**src/rtl/seq_stage_ctrl.sv**
```systemverilog
// rtl/seq_stage_ctrl.sv - stage sequencer, PC and status owner for the sequential Y86-64 core
module seq_stage_ctrl #(
  parameter logic [63:0] PC_RESET = 64'd0,
  parameter int          CNT_W    = 32
) (
  input  logic             clk,
  input  logic             rst_n,
  input  logic             start,
  input  logic [3:0]       icode,
  input  logic             instr_valid,
  input  logic             imem_error,
  input  logic             mem_ready,
  input  logic             dmem_error,
  input  logic [63:0]      new_pc,
  output logic [63:0]      pc,
  output logic             fetch_en,
  output logic             decode_en,
  output logic             execute_en,
  output logic             memory_en,
  output logic             writeback_en,
  output logic             pcupd_en,
  output logic [2:0]       stat,
  output logic             busy,
  output logic [CNT_W-1:0] instr_count
);

  typedef enum logic [2:0] {
    S_IDLE      = 3'd0,
    S_FETCH     = 3'd1,
    S_DECODE    = 3'd2,
    S_EXECUTE   = 3'd3,
    S_MEMORY    = 3'd4,
    S_WRITEBACK = 3'd5,
    S_PCUPD     = 3'd6,
    S_HALT      = 3'd7
  } state_t;

  localparam logic [2:0] STAT_AOK = 3'd1;
  localparam logic [2:0] STAT_HLT = 3'd2;
  localparam logic [2:0] STAT_ADR = 3'd3;
  localparam logic [2:0] STAT_INS = 3'd4;

  localparam logic [3:0] ICODE_HALT = 4'h0;

  state_t           state_q, state_d;
  logic [63:0]      pc_q, pc_d;
  logic [2:0]       stat_q, stat_d;
  logic [CNT_W-1:0] cnt_q, cnt_d;

  // State, PC, status and retire counter; reset aborts any in-flight instruction
  always_ff @(posedge clk or negedge rst_n) begin
    if (!rst_n) begin
      state_q <= S_IDLE;
      pc_q    <= PC_RESET;
      stat_q  <= STAT_AOK;
      cnt_q   <= '0;
    end else begin
      state_q <= state_d;
      pc_q    <= pc_d;
      stat_q  <= stat_d;
      cnt_q   <= cnt_d;
    end
  end

  // Next state; faults and halt leave pc on the offending instruction
  always_comb begin
    state_d = state_q;
    pc_d    = pc_q;
    stat_d  = stat_q;
    cnt_d   = cnt_q;
    case (state_q)
      S_IDLE: begin
        if (start) state_d = S_FETCH;
      end
      S_FETCH: begin
        if (imem_error) begin
          stat_d  = STAT_ADR;
          state_d = S_HALT;
        end else if (!instr_valid) begin
          stat_d  = STAT_INS;
          state_d = S_HALT;
        end else if (icode == ICODE_HALT) begin
          stat_d  = STAT_HLT;
          state_d = S_HALT;
        end else begin
          state_d = S_DECODE;
        end
      end
      S_DECODE:  state_d = S_EXECUTE;
      S_EXECUTE: state_d = S_MEMORY;
      S_MEMORY: begin
        // dmem_error only means something alongside mem_ready
        if (mem_ready) begin
          if (dmem_error) begin
            stat_d  = STAT_ADR;
            state_d = S_HALT;
          end else begin
            state_d = S_WRITEBACK;
          end
        end
      end
      S_WRITEBACK: state_d = S_PCUPD;
      S_PCUPD: begin
        pc_d    = new_pc;
        cnt_d   = cnt_q + CNT_W'(1);
        state_d = S_FETCH;
      end
      S_HALT:  state_d = S_HALT;
      default: state_d = S_IDLE;
    endcase
  end

  // Stage enables decoded purely from the registered state
  always_comb begin
    fetch_en     = 1'b0;
    decode_en    = 1'b0;
    execute_en   = 1'b0;
    memory_en    = 1'b0;
    writeback_en = 1'b0;
    pcupd_en     = 1'b0;
    busy         = 1'b1;
    case (state_q)
      S_FETCH:     fetch_en     = 1'b1;
      S_DECODE:    decode_en    = 1'b1;
      S_EXECUTE:   execute_en   = 1'b1;
      S_MEMORY:    memory_en    = 1'b1;
      S_WRITEBACK: writeback_en = 1'b1;
      S_PCUPD:     pcupd_en     = 1'b1;
      default:     busy         = 1'b0;
    endcase
  end

  assign pc          = pc_q;
  assign stat        = stat_q;
  assign instr_count = cnt_q;

endmodule
```
**config.mk**
```make
export PLATFORM = sky130hd
export DESIGN_NAME = seq_stage_ctrl
export DESIGN_NICKNAME = d
export VERILOG_FILES = /design/src/rtl/seq_stage_ctrl.sv
export SDC_FILE = /design/constraint.sdc
export NUM_CORES = 1
export LEC_CHECK = 0
export ABC_CLOCK_PERIOD_IN_PS = 2900
export BUFFER_PORTS_ARGS = -buffer_cell sky130_fd_sc_hd__buf_2
export CAP_MARGIN = 10
export CORE_UTILIZATION = 50
export CTS_CLUSTER_DIAMETER = 200
export DETAILED_ROUTE_END_ITERATION = 8
export PLACE_DENSITY = 0.83
export SKIP_CTS_REPAIR_TIMING = 1
export SYNTH_ARGS = -nofsm -noshare
export SYNTH_HDL_FRONTEND = slang
export SYNTH_SLANG_ARGS = --single-unit
```
**constraint.sdc**
```tcl
create_clock -name clk -period 2.9 [get_ports clk]
set_clock_uncertainty 0.2 [all_clocks]
set_input_delay 0.435 -clock clk [delete_from_list [all_inputs] [get_ports clk]]
set_output_delay 0.435 -clock clk [all_outputs]
set_load 0.005 [all_outputs]
```
-- Yosys cells after proc, flatten, opt, wreduce, memory -nomap -nowiden
Index checks and enable logic that the tools add are counted.
- output and inout bits: 106
- register bits after elaboration: 102
- input bits: 75
- eq/ne operators: 11
- reductions and logical operators: 6
- multiplexer cells: 20
- add/subtract/negate cells: 1
- operator list (kind ; number):
    $add 32x1->32 const B ; 1
    $mux 3 ; 10
    $pmux 3 s8 ; 1
    $eq 3x3->1 const B ; 4
    $mux 1 ; 7
    $eq 3x2->1 const B ; 2
    $ne 2x2->1 const B ; 3
    $pmux 3 s2 ; 1
    $reduce_or 6->1 ; 1
    $logic_not 4->1 ; 1
    $ne 4x4->1 const B ; 1
    $reduce_and 4->1 ; 1
    $eq 3x1->1 const B ; 1
    $logic_not 3->1 ; 1
    $mux 2 ; 1
    $reduce_and 2->1 ; 1
    $reduce_bool 2->1 ; 1

-- Longest topological paths before layout
- depth after elaboration: 5
- mapped depth: 8
- depth with buffers taken out: 5

-- Worst setup path after synthesis
OpenSTA, ideal clock, no wires.
- kind: input to register
- from: input icode[1]
- to: register stat_q[2] (netlist: stat[2])
- buffers on the path: 0
- data arrival time: 1699 ps
- cell stages on the path: 4
- path slack: 873 ps
- cells stage by stage: or4_1 a21bo_2 a21oi_2 mux2_1
- longest elaborated chain between the ends: 3
- ends and longest elaborated chain (what ; RTL line ; source):
    from (decl) ; 9 ; input logic [3:0] icode,
    $logic_not 4->1 ; 82 ; end else if (icode == ICODE_HALT) begin
    $ne 4x4->1 (no source line) ; - ;
    $reduce_and 4->1 (no source line) ; - ;
    to (signal assigned) ; 60 ; stat_q <= stat_d;
    to (decl) ; 47 ; logic [2:0] stat_q, stat_d;
Every way passes these cells.
A chain may end at the register's enable or synchronous reset.

-- Worst setup path after layout
- from: register state_q[0]
- to: output pcupd_en
- longest elaborated chain between the ends: 2
- ends and longest elaborated chain (what ; RTL line ; source):
    from (decl) ; 45 ; state_t state_q, state_d;
    from (signal assigned) ; 58 ; state_q <= state_d;
    $eq 3x3->1 ; 122 ; case (state_q)
    $mux 1 ; 122 ;
    to (decl) ; 21 ; output logic pcupd_en,
Every way passes these cells.

==> metrics.md <==
| Metric | Value |
|---|---|
| Die extent in y | `94.20 um` |
| Fin Setup TNS | `0 ns` |
| Yosys warning count | `0` |
| Number of failing setup endpoints in the final timing report | `0` |
| Post-synthesis cell type count | `37` |
| Violated checks | `negative hold slack` |
| Antenna violations before repair | `0` |
| Worst slew pin tran | `around 0.82 ns` |
| Syn Nets | `517` |
| Placer Congestion | `0.7431` |
| Overall die area | `0.008874 mm^2` |
| Number of global-route vias before repair | `3216` |
| HPWL reported at the end of detailed placement | `6915 um` |
| Sinks on the clock net | `102` |
| Critical path start-end classification | `register to output pin` |
| Max-capacitance violation count | `0` |
| Pwr Density | `428.6 mW/mm^2` |
| CTS tree | `done` |
| Netlist area before placement | `about 0.0043 mm^2` |
| Rel. slew slack | `45.08%` |
| Synth top area share | `between 50% and 60%` |
| Achievable clock frequency | `390.9 MHz` |
| Layout net count | `between 600 and 700` |
| Overall Power | `2.315 mW` |
| Unrepaired setup endpoints after global routing | `false` |
| Final Non-Filler Cells | `around 720` |
| Critical path fanouts, max | `29` |
| Routed metal-1 wire length | `4075 um` |
| Pin count of the biggest net entering global routing | `66` |
| Main flop type after synthesis | `dfrtp_1` |
| Deepest level of the CTS H-tree | `3` |
| Worst endpoint data arrival time | `1.92 ns` |
| Initial standard-cell utilization of the core | `between 50% and 60%` |
| Share of post-route cells with drive strength above 1 | `33.60%` |
| Maximum buffer depth of the clock tree | `2` |
| Wire length on met2 | `4958 um` |
| VDD IR-drop max | `around 220 uV` |
| Post-detailed-route count of antenna-violating nets | `0` |
| Number of standard cells after synthesis | `441` |
| Routed wl met3 | `497 um` |
| Starting DRT DRC Count | `about 140` |
| Global-route wire length before repair | `15150 um` |
| Standard-cell rows | `33` |
| Setup crit end kind | `output pin` |
| Placed instance count | `708` |
| Dominant cell by count in the synthesized netlist | `nand2_1` |
| Overall global routing resource usage | `21.87%` |
| Final number of max-transition violations | `0` |
| Inserted Diodes | `0` |
| Top cell type by total area after synthesis | `dfrtp_1` |
| Period utilisation layout | `88.22%` |
| Final critical path time including I/O delays and setup | `~2.6 ns` |
| DRC viols | `0` |
| Fraction of the yosys area taken by sequential cells | `between 60% and 70%` |
| Area growth from synthesis to final layout | `27.08%` |
| Path class of the lowest-slack min-delay path | `primary input to asynchronous set/reset pin` |
| #FFs+latches synth | `102` |
| Result of the run | `finished, violations left` |
| Hold Vio Cnt, Final | `48` |
| Cells taking the most area after synthesis | `dfrtp_1 (59%), nand2_1 (18%), xnor2_1 (5.4%)` |
| List of most frequent post-synthesis cells | `nand2_1 (204), dfrtp_1 (101), xnor2_1 (26), nand4_1 (15), clkbuf_1 (11)` |
| Required arrival time at the worst endpoint | `2.27 ns` |
| First-pass DRT Iterations | `4` |
| Tightest hold margin | `-0.04494 ns` |
| Via count of the routed design | `3559` |
| Floorplan Core Area | `roughly 0.0082 mm^2` |
| DR WL/cell | `13.33 um` |
| Worst-Skew Late Latency | `0.35 ns` |
| Clock tree root buffer cell | `clkbuf_8` |
| Top Metal Used | `met4` |
| Post-synthesis async set-or-reset flop share | `100.0%` |
| Clock-pin slew reported for the worst setup and hold paths after clock tree synthesis | `0.10 ns` |
| Die boundary width | `94.20 um` |
| I/O pin cnt | `181` |
| Gr ovfl total | `0` |
| Leakage power of the design | `2.714 nW` |
| Number of buffers created by CTS | `9` |
| Syn Area/Cell | `approximately 9.6 um^2` |
| Count of flip-flops with a built-in enable after synthesis | `0` |
| Via density per instance | `4.916` |
| Post-Route WL | `between 9000 and 10000 um` |
| PortBufs | `180` |
| Critical Path Start Type | `register` |
## cell type report
class | count | area (um^2)
fill | 710 | 2815
clock buffer | 11 | 131.4
sequential | 102 | 2554
inverter | 6 | 22.52
multi-input combinational | 312 | 1569
timing repair buffer | 183 | 950.9
tap | 105 | 131.4
clock inverter | 5 | 42.54
## routing by layer
metal	vias to the layer above	global-route usage, %
met4	0	7.436
met1	1687	28.30
li1	1748	-
met5	-	0
met3	10	3.803
met2	114	36.96
## power by group
part,internal (mW),total (mW),switching [mW]
clock,0.323,0.812,0.490
sequential,1.42,1.42,0
combinational,0.0396,0.0814,0.0418
total,1.78,2.31,0.531
## final timing paths
| path | from | endpoint | slack, ns | depth (start not counted) |
|---|---|---|---|---|
| worst max-delay path | state_q[0] | pcupd_en | 0.34 | 3 |
| worst min-delay path | rst_n | pc[12] | -0.04 | 1 |
| worst max register to register | state_q[0] | instr_count[30] | 0.52 | 4 |
| worst min register to register | pc[0] | pc[0] | 0.28 | 2 |
| max in group asynchronous | rst_n | pc[62] | 1.82 | 2 |
| min in group clk | new_pc[45] | pc[45] | 0.05 | 3 |
## critical path: stages (launching register included)
cell and delay, ns:
dfrtp_1 0.53, nand3b_4 0.45, inv_2 0.41, buf_2 0.18
## metrics by stage
step | worst slack [ns] | area, um^2 | utilization, % | hold slack, ns
CTS | 0.3180 | 5401 | 65.74 | -0.01635
global placement | 0.6062 | 5228 | 63.62 | 0.2524
floorplan | 0.8733 | 4250 | - | -0.06059
detailed placement | 0.5204 | 5228 | 63.62 | 0.2569
finish | 0.3416 | 5401 | 65.74 | -0.04494
global route | 0.1696 | 5401 | 65.74 | 0.009820
## placed cells by master, fill, tap and decap left out, types with 2 or more instances in the layout
cell type  Yosys  routed
a31oi_1        2       2
inv_6          0       2
and3_1        10      10
buf_4          0       2
nand4_1       15      15
buf_2          3     179
nor2_1         6       6
buf_12         0       2
xnor2_1       26      26
clkbuf_8       0       9
nor2b_1        4       4
nand3_1        9       9
nor4_4         2       2
o21ai_0        4       4
nand2_1      204     204
nor3_1         7       7
dfrtp_1      101     101
inv_1          6       5
clkinv_4       0       2
clkbuf_1      11       2
xor2_1         5       5
## sequential cells by signal, summed over array words and instances, names as in the netlist
name         flops
pc              64
instr_count     32
stat             3
state_q          3
## cells by family after synthesis
family / after synthesis / share of synthesized area, %
AO/OA/AOI/OAI: 11 / 1.766
XOR/XNOR: 31 / 6.388
adder cells (fa/ha/maj): 1 / 0.2943
buffers and inverters: 27 / 3.002
flip-flops: 102 / 60.08
multiplexers: 2 / 0.5004
AND/OR/NAND/NOR: 267 / 27.97
(Power assumes the default switching activity.)
